File: src/rtl/modn_up_counter.sv
// Modulo-N up counter with sync clear, parallel load, cascade terminal count,
// one-cycle wrap pulse, saturating wrap tally with sticky overflow and a
// load-range error pulse. Reset is asynchronous and active-low.
module modn_up_counter #(
    parameter  int MODULUS = 4,
    parameter  int WRAP_W  = 8,
    localparam int WIDTH   = $clog2(MODULUS)
) (
    input  logic              clk,
    input  logic              reset,
    input  logic              en,
    input  logic              clr,
    input  logic              load,
    input  logic [WIDTH-1:0]  load_val,
    output logic [WIDTH-1:0]  count,
    output logic              tc,
    output logic              wrap,
    output logic [WRAP_W-1:0] wrap_cnt,
    output logic              wrap_ovf,
    output logic              load_err
);

    // Last legal count value; the wrap step happens from here.
    localparam logic [WIDTH-1:0]  LAST_VAL = WIDTH'(MODULUS - 1);
    // One extra bit so MODULUS itself is representable for the range check
    // (MODULUS == 2**WIDTH when it is a power of two).
    localparam logic [WIDTH:0]    MOD_EXT  = (WIDTH + 1)'(MODULUS);
    localparam logic [WRAP_W-1:0] WRAP_MAX = '1;

    logic [WIDTH-1:0]  count_reg,    count_next;
    logic              wrap_reg,     wrap_next;
    logic [WRAP_W-1:0] wrap_cnt_reg, wrap_cnt_next;
    logic              wrap_ovf_reg, wrap_ovf_next;
    logic              load_err_reg, load_err_next;

    logic at_last;
    logic load_ok;

    assign at_last = (count_reg == LAST_VAL);
    assign load_ok = ({1'b0, load_val} < MOD_EXT);

    // Next-state logic: clr > load > en > hold; pulses default low each cycle.
    always_comb begin
        count_next    = count_reg;
        wrap_next     = 1'b0;
        wrap_cnt_next = wrap_cnt_reg;
        wrap_ovf_next = wrap_ovf_reg;
        load_err_next = 1'b0;

        if (clr) begin
            count_next    = '0;
            wrap_cnt_next = '0;
            wrap_ovf_next = 1'b0;
        end else if (load) begin
            // An out-of-range value is rejected so count never leaves 0..MODULUS-1.
            if (load_ok) begin
                count_next = load_val;
            end else begin
                load_err_next = 1'b1;
            end
        end else if (en) begin
            if (at_last) begin
                count_next = '0;
                wrap_next  = 1'b1;
                // Tally saturates; a wrap beyond saturation is recorded as overflow.
                if (wrap_cnt_reg == WRAP_MAX) begin
                    wrap_ovf_next = 1'b1;
                end else begin
                    wrap_cnt_next = wrap_cnt_reg + 1'b1;
                end
            end else begin
                count_next = count_reg + 1'b1;
            end
        end
    end

    // State register with asynchronous active-low reset.
    always_ff @(posedge clk or negedge reset) begin
        if (!reset) begin
            count_reg    <= '0;
            wrap_reg     <= 1'b0;
            wrap_cnt_reg <= '0;
            wrap_ovf_reg <= 1'b0;
            load_err_reg <= 1'b0;
        end else begin
            count_reg    <= count_next;
            wrap_reg     <= wrap_next;
            wrap_cnt_reg <= wrap_cnt_next;
            wrap_ovf_reg <= wrap_ovf_next;
            load_err_reg <= load_err_next;
        end
    end

    // Terminal count is combinational so a cascaded stage steps on this wrap edge.
    assign tc       = en && at_last;
    assign count    = count_reg;
    assign wrap     = wrap_reg;
    assign wrap_cnt = wrap_cnt_reg;
    assign wrap_ovf = wrap_ovf_reg;
    assign load_err = load_err_reg;

endmodule

File: config.mk
export PLATFORM = sky130hd
export DESIGN_NAME = modn_up_counter
export DESIGN_NICKNAME = d
export VERILOG_FILES = /design/src/rtl/modn_up_counter.sv
export SDC_FILE = /design/constraint.sdc
export NUM_CORES = 1
export LEC_CHECK = 0
export ABC_AREA = 1
export CAP_MARGIN = 20
export CORE_MARGIN = 5
export CORE_UTILIZATION = 40
export CTS_CLUSTER_DIAMETER = 150
export CTS_CLUSTER_SIZE = 20
export DETAILED_ROUTE_END_ITERATION = 6
export PLACE_DENSITY = 0.69
export RECOVER_POWER = 50
export SYNTH_ARGS = -nofsm -noshare
export SYNTH_HDL_FRONTEND = slang
export SYNTH_SLANG_ARGS = --single-unit
export TNS_END_PERCENT = 20
File: constraint.sdc
create_clock -name clk -period 3.35 [get_ports clk]
set_input_delay 0.67 -clock clk [delete_from_list [all_inputs] [get_ports clk]]
set_output_delay 0.67 -clock clk [all_outputs]
set_load 0.01 [all_outputs]
==> run_results.csv <==
group,metric,value,unit
power,clock_power_share,38.9,%
timing,tns,0,ps
route,vias,677,
logic_synthesis,syn_avg_cell_area,7.560,sq um
die,fp-row-count,15,
final_layout,utilization,55.09,%
run,cap_violations,0,
cts,htreeDepth,1,
grt,antenna_found_initial,0,
final_layout,antennaDiodeCount,0,
final_layout,layout_commonest_cell,"nand2_1",
timing,setup_viol,0,
setup_path,critPathRequiredTime,2680,ps
route,viasPerCell,4.836,
power,p_leak,0.4512,nW
placed_design,gp_congestion,0.7576,
logic_synthesis,yosysWarningCount,0,
timing,worstMarginPinSlew,561.4,ps
cts,path_clk_slew,80,ps
power,p_int,0.0002284,W
power,swShare,23.21,%
logic_synthesis,yosysUniqueCellTypes,18,
route,wire_per_inst,10.97,um
grt,grt_max_degree,18,
final_layout,fillerInstances,170,
final_layout,layout_common_cells,"19 x nand2_1, 18 x nand3_1, 16 x nor2_1, 16 x clkdlybuf4s50_1, 12 x dfrtp_1",
cts,clock_latency,280,ps
logic_synthesis,yosysSeqAreaShare,42.25,%
cts,post_cts_buffers,0,
logic_synthesis,syn_area,710.7,sq um
timing,post-route-min-period,2507,ps
die,die_width,52.15,um
final_layout,nNetsFinal,125,
cts,ctsResizeCount,0,
grt,gr-total-overflow,0,
die,die-area,0.002720,sq mm
logic_synthesis,syn_nets,103,
cts,tritoncts,"yes",
grt,gr-usage-all-layers,12.96,%
timing,max_freq,0.3989,GHz
setup_path,r2r_cells,8,
timing,drv_slew,0,
power,power_frac_seq,50.5,%
route,drt_iter0_drc,13,
timing,slew_headroom,62.45,%
final_layout,syn2layout_area_growth,32.39,%
setup_path,crit_chain,"clkdlybuf4s50_1 > nand2_1 > inv_1 > clkdlybuf4s50_1",
route,ant_nets,0,
cts,cts_buffer_depth,2,
setup_path,worst_path_most_repeated_cell,"clkdlybuf4s50_1",
die,io-pin-count,21,
die,die_h,52.15,um
logic_synthesis,synthesis.instances,94,
setup_path,worstSetupEndpointType,"output pin",
placed_design,port_buffers,19,
cts,cts_root_buf,"clkbuf_4",
power,pwr_density_cell,316.1,mW/mm^2
power,ir_worst_vdd,185.9,uV
cts,cts-buffers-inserted,3,
timing,fin_ws,843.3,ps
grt,grt_pass1_wl,2.580,mm
grt,grt_pass1_vias,584,
setup_path,worst_path_largest_cell_delay,520,ps
timing,clock_skew,13.07,ps
die,initial_core_util,41.61,%
timing,grt_setup_unrepaired,"no",
placed_design,post-dp-hpwl,1.125,mm
route,first_pass_iters,4,
setup_path,cp_data_arrival_time,1840,ps
route,drt_wl_total,1.536,mm
cts,clock-sinks,12,
setup_path,crit_slowest_cell,"clkdlybuf4s50_1",
logic_synthesis,synth-seq-cells,12,
final_layout,largest_reg_flops,8,
setup_path,critPathKind,"primary input to output pin",
route,drc,0,
min_path,min_path_type,"register to register",
final_layout,drive_above_1_share,8.696,%
outcome,status,"complete, no violations",
power,combPwrFrac,10.7,%
power,power.switching,0.00006905,W
setup_path,cp_max_fo,3,
min_path,whs_path_depth,2,
die,core,0.001708,sq mm
timing,period_share,74.83,%
timing,hold_ws,495.6,ps
placed_design,pre_cts_ws,803.4,ps
cts,cts.hold.buffers_added,0,
timing,hold_viol,0,
setup_path,start_kind,"primary input",
-- layer usage --
layer / wire length, um / track usage, % / up-vias / share of wire [%]
met4: 20 / 5.106 / 0 / 1.3
met2: 687 / 18.83 / 21 / 45
met1: 723 / 16.87 / 306 / 47
li1: - / - / 346 / -
met3: 105 / 5.444 / 4 / 6.8
met5: 0 / 0 / - / 0
-- synthesized netlist by cell type --
library cell | number | area share (%)
nand2_1 | 18 | 9.5
inv_1 | 9 | 4.8
nand3_1 | 18 | 13
o21bai_1 | 2 | 2.1
clkbuf_1 | 1 | 0.53
nand2_2 | 3 | 2.6
nand2_4 | 1 | 1.6
nor2_4 | 2 | 3.2
a21oi_2 | 1 | 1.2
dfrtp_1 | 12 | 42
a21oi_1 | 1 | 0.70
conb_1 | 1 | 0.53
inv_4 | 1 | 0.88
nor2_1 | 15 | 7.9
o31ai_1 | 2 | 2.1
o21ai_0 | 4 | 2.8
buf_4 | 1 | 1.1
ha_1 | 2 | 3.5
-- final cells by class --
class / count / area (sq um) / share of cell area, %
multi-input combinational: 70 / 344.1 / 36.57
clock buffer: 4 / 36.28 / 3.856
sequential: 12 / 300.3 / 31.91
timing repair buffer: 19 / 190.2 / 20.21
inverter: 10 / 38.79 / 4.122
tap: 25 / 31.28 / 3.324
-- worst max-delay path, delay by kind of cell --
kind / cells / cell delay [ps]
simple gates: 1 / 80
buf+inv: 3 / 1080
-- cells by family after synthesis --
logic type | count (synthesis) | share of synthesized area (%)
AND/OR/NAND/NOR | 57 | 37.50
buffers and inverters | 12 | 7.218
flip-flops | 12 | 42.25
AO/OA/AOI/OAI | 10 | 8.977
adder cells (fa/ha/maj) | 2 | 3.521
other | 1 | 0.5277
-- power groups by stage --
stage,registers (W),clock network [W],logic [W]
after global placement,0.000153,0,0.0000331
after global routing,0.000150,0.000127,0.0000356
after floorplan,0.000154,0,0.0000133
after CTS,0.000150,0.000122,0.0000338
final,0.000150,0.000116,0.0000318
after detailed placement,0.000153,0,0.0000336
-- through the flow --
step	cells	total power (W)	cell area [sq um]
floorplan	94	0.0001672	710.7
global placement	136	0.0001860	920.9
detailed placement	136	0.0001864	920.9
CTS	140	0.0003054	957.2
global route	140	0.0003132	940.9
finish	140	0.0002975	940.9
-- worst paths after layout --
| path | endpoint | slack [ps] | startpoint |
|---|---|---|---|
| max | tc | 840 | en |
| min reg2reg | wrap_ovf | 500 | wrap_ovf |
| max in group asynchronous | count[1] | 2150 | reset |
| max reg2reg | wrap_cnt[5] | 1490 | wrap_cnt[0] |
| min | wrap_ovf | 500 | wrap_ovf |
| min in group asynchronous | wrap_cnt[7] | 810 | reset |
(Power assumes the default switching activity.)
